### src/rtl/prio_encoder_rr.sv
// Registered N-to-log2(N) priority encoder with fixed-priority or
// round-robin arbitration and a valid/ready output handshake.
module prio_encoder_rr #(
   parameter int N = 8,
   parameter int W = $clog2(N)
) (
   input  logic         clk,
   input  logic         reset,
   input  logic [N-1:0] w,
   input  logic         en,
   input  logic         mode,
   output logic [W-1:0] y,
   output logic         valid,
   input  logic         ready,
   output logic [W-1:0] ptr
);

   logic [W-1:0]   y_q, y_d;
   logic [W-1:0]   ptr_q, ptr_d;
   logic           valid_q, valid_d;
   logic           tag_q, tag_d;
   logic           cap, acc;
   logic [W-1:0]   fix_idx, rr_idx, off;
   logic [2*N-1:0] dbl;
   logic [N-1:0]   rot;
   logic [W:0]     sum;

   assign acc = valid_q && ready;
   assign cap = en && (!valid_q || ready);

   always_comb begin
      fix_idx = '0;
      for (int i = 0; i < N; i++) begin
         if (w[i]) fix_idx = W'(i);
      end
   end

   // Rotate so bit 0 is the request at ptr; lowest set bit wins.
   always_comb begin
      dbl = {w, w} >> ptr_q;
      rot = dbl[N-1:0];
      off = '0;
      for (int k = N - 1; k >= 0; k--) begin
         if (rot[k]) off = W'(k);
      end
      sum = {1'b0, ptr_q} + {1'b0, off};
      if (sum >= (W+1)'(N)) sum = sum - (W+1)'(N);
      rr_idx = sum[W-1:0];
   end

   always_comb begin
      y_d     = y_q;
      valid_d = valid_q;
      tag_d   = tag_q;
      ptr_d   = ptr_q;
      if (acc && tag_q) begin
         ptr_d = (y_q == W'(N - 1)) ? '0 : y_q + W'(1);
      end
      if (cap) begin
         if (|w) begin
            y_d     = mode ? rr_idx : fix_idx;
            valid_d = 1'b1;
            tag_d   = mode;
         end else begin
            valid_d = 1'b0;
         end
      end else if (acc) begin
         valid_d = 1'b0;
      end
   end

   always_ff @(posedge clk) begin
      if (reset) begin
         y_q     <= '0;
         valid_q <= 1'b0;
         tag_q   <= 1'b0;
         ptr_q   <= '0;
      end else begin
         y_q     <= y_d;
         valid_q <= valid_d;
         tag_q   <= tag_d;
         ptr_q   <= ptr_d;
      end
   end

   assign y     = y_q;
   assign valid = valid_q;
   assign ptr   = ptr_q;

endmodule

### config.mk
export PLATFORM = sky130hd
export DESIGN_NAME = prio_encoder_rr
export DESIGN_NICKNAME = d
export VERILOG_FILES = /design/src/rtl/prio_encoder_rr.sv
export SDC_FILE = /design/constraint.sdc
export NUM_CORES = 1
export LEC_CHECK = 0
export ABC_AREA = 1
export CAP_MARGIN = 20
export CORE_UTILIZATION = 23
export CTS_CLUSTER_DIAMETER = 50
export DETAILED_ROUTE_END_ITERATION = 10
export HOLD_SLACK_MARGIN = 0.08
export SYNTH_ARGS = -nofsm -noshare
export SYNTH_HDL_FRONTEND = slang
export SYNTH_SLANG_ARGS = --single-unit
### constraint.sdc
create_clock -name clk -period 3.7 [get_ports clk]
set_input_delay 0.74 -clock clk [delete_from_list [all_inputs] [get_ports clk]]
set_output_delay 0.74 -clock clk [all_outputs]
set_load 0.01 [all_outputs]
==> results.md <==
- Mapped cell area: between 900 and 1000 um2
- Mapped Cells: between 100 and 150
- GR Util met3: between 2 and 3%
- Final #Nets: 184
- Share of cells above drive strength 1: a little under a fifth
- Max Slew Vio Count: 0
- Relative slew slack: 63.8%
- Hpwl dp: roughly 1.8 mm
- Worst path top cell family by delay: simple AND/OR/NAND/NOR gates
- Max-Cap Viols: 0
- Initial antenna violation count: 0
- CP endpoint kind: flip-flop
- IR drop worst, VDD: about 0.00014 V
- Post-synth EDFFs: 0
- Root buffer cell: clkbuf_8
- Placed insts: 210
- RSZ-0062 raised after global routing: no
- Hold depth: 2
- DR DRC count: 0
- Syn. warnings: 0
- Setup tns final: 0 ns
- H-Tree Depth: 1
- Vias: 972
- Routed WL: 2.27 mm
- Flop-to-flop setup slack: 0.89 ns
- TritonRoute pass-1 iters: 4
- First-pass GRT wire length: approximately 4 mm
- Final worst path period need: between 3 and 4 ns
- Crit-path most repeated cell: nand2_1
- Reg power frac: between 30% and 40%
- Average vias per placed instance: roughly 4.6
- CP arrival: ~3.3 ns
- Buffers and inverters on the worst path: 3
- Busiest layer in global routing: met2
- Syn nets: between 150 and 200
- Post-synthesis sequential area ratio: 17.4%
- Largest net degree at the start of global routing: 12
- Slowest library cell on the worst path: clkdlybuf4s50_1
- Setup Buffers After CTS: 0
- Sw Pwr: ~90 uW
- I/O Buffers: 19
- Status: completed
- Reg2Reg Launch Point: ptr[0]
- Gpl congestion: 0.831
- Worst Clk Skew: about 0.00044 ns
- Area Growth Syn to Fin: 27.7%
- Min-delay src: y[1]
- Ys async rst share: 0%
- DRT iter0 DRCs: 15
- Sw Ratio: 30.9%
- Grt ovf: 0
- Vias in the first global route: between 900 and 1k
- Routed Antenna Nets: 0
- Final Hold Vio Count: 0
- Layout Cells excl Fill: roughly 210
- Rows: 22
- Clk sinks: 8
- Worst path cell trace: clkdlybuf4s50_1 > nand2_1 > nand3_2 > nand3_1 > nand2_1 > a31oi_1 > o21ai_0 > nand2_1 > a21boi_0 > ha_1 > inv_1 > fa_1 > xnor2_1 > inv_1 > nand3_1 > nand3_1 > nand2_1 > a21oi_2
- Reg2reg end: y[2]
- Cell leakage power: 0.000489 uW
- Io pins: 20
- FMAX: 317 MHz
- Internal power: 206 uW
- Worst-path clk slew: around 0.04 ns
- Post-synth cell types: 28
- Clock Latency Late Sink: 0.22 ns
- Die width: approximately 65 um
- Area of the multi-input gates: about 670 um2
- Die H: around 65 um
- Worst EP required: between 3 and 4 ns
- Fillers: about 420
- Synth Flop Type: dfxtp_1
- Die area: around 4300 um2
- Clock power frac: approximately a third
- Most common cell after layout, fill and taps aside: nand2_1
- CTS Buf Count: 3
- TritonCTS clock tree: done
- M2 GR Usage: 21.1%
- Gate power share: between 30% and 40%
- Reg area: between 150 and 200 um2
- Final setup fails: 0
- Core Footprint: between 3000 and 4000 um2
- Routing usage on met1: a little over an eighth
- Period utilisation layout: between 80% and 90%
- Crit Path Max Fanout: 4
- PD cells: around 250 nW/um2
- # diodes: 0
- Startpoint types: input pin
- R2R cell count: 17
- Critical path type: input pin to flip-flop
- Clk buf depth: 2
- Slew @ Worst Pin: between 0.5 and 0.6 ns
- Mean Syn Cell Area: between 6 and 7 um2
- Worst Hold Path EP: y[1]
- Post-CTS Resized: 0
- Gr usage total: 11.6%
- Initial Utilization: approximately a quarter
- Worst min-delay path category: flip-flop to flip-flop
- Drt wl/cell: roughly 11 um
- Hold_buf cts: 0
- Most frequent cells in the layout: 42 x nand2_1, 21 x nand3_1, 19 x clkdlybuf4s50_1
- Largest stage delay on the critical path: about 0.55 ns
- #FFs+latches synth: 8
-- stage by stage --
| step | power (uW) | cell area [um2] | hold WS (ns) | worst slack (ns) | utilization [%] |
|---|---|---|---|---|---|
| global route | 322 | 1180 | 0.533 | 0.256 | 31.4 |
| detailed placement | 197 | 1130 | 0.483 | 0.316 | 30.3 |
| CTS | 303 | 1180 | 0.489 | 0.552 | 31.4 |
| finish | 298 | 1180 | 0.485 | 0.543 | 31.4 |
| global placement | 198 | 1130 | 0.477 | 0.343 | 30.3 |
| floorplan | 159 | 921 | 0.469 | 1.12 | - |
-- worst max path at each step --
stage                     from  endpoint  cells past startpoint  slack [ns]
after CTS                 w[4]      y[2]                     18        0.55
after global placement    w[4]      y[2]                     18        0.34
after floorplan           w[0]      y[2]                     17        1.12
after global routing      w[4]      y[2]                     18        0.26
final                     w[4]      y[2]                     18        0.54
after detailed placement  w[4]      y[2]                     18        0.32
-- state kept, by name, summed over array words and instances, names as in the netlist --
name	cells
valid	1
tag_q	1
y	3
ptr	3
-- Yosys cell counts (2+ instances only) --
cell      number  area, um2
inv_2          2       7.51
a21oi_1        6       30.0
a211oi_1       2       15.0
o21ai_0        4       20.0
dfxtp_1        8        160
inv_1          8       30.0
ha_1           3       37.5
nand2_2       11       68.8
nand3_2        8       80.1
nor2_1        13       48.8
nand3_1       21        105
nor2_2         2       12.5
buf_6          2       22.5
nand2_1       42        158
-- cell type report --
type | count | area share [%]
inverter | 12 | 4.68
sequential | 8 | 13.6
multi-input combinational | 123 | 56.9
tap | 48 | 5.11
clock buffer | 3 | 3.51
timing repair buffer | 19 | 16.2
-- kinds of logic (layout without fill, tap and decap cells) --
kind of cell	after synthesis	in the layout	synth area share (%)
AO/OA/AOI/OAI	17	17	11.1
buffers and inverters	15	34	9.92
adder cells (fa/ha/maj)	4	4	6.25
AND/OR/NAND/NOR	101	101	54.3
flip-flops	8	8	17.4
XOR/XNOR	1	1	0.951
-- power by group through the flow --
stage                     clock network, uW  registers, uW  logic, uW
after floorplan                           0           98.7       60.5
after detailed placement                  0            100       96.5
final                                   103           98.6       96.5
after CTS                               107           98.6       97.0
after global routing                    113           99.5        109
after global placement                    0            100       97.7
-- routing by layer --
metal	vias up	wire, um	share of wire [%]
li1	522	-	-
met1	436	1050	46
met2	14	1140	50
met3	0	77	3.4
met4	0	0	0
met5	-	0	0
-- worst reg2reg max path, stage by stage (launching register included) --
cell      delay [ns]
dfxtp_1         0.64
nand2_1         0.19
nand3_1         0.15
nand3_1         0.07
nand2_1         0.12
a31oi_1         0.05
o21ai_0         0.14
nand2_1         0.06
a21boi_0        0.16
ha_1            0.16
inv_1           0.05
fa_1            0.37
xnor2_1         0.18
inv_1           0.06
nand3_1         0.07
nand3_1         0.08
nand2_1         0.08
a21oi_2         0.05
Power figures use the tool's default switching activity.
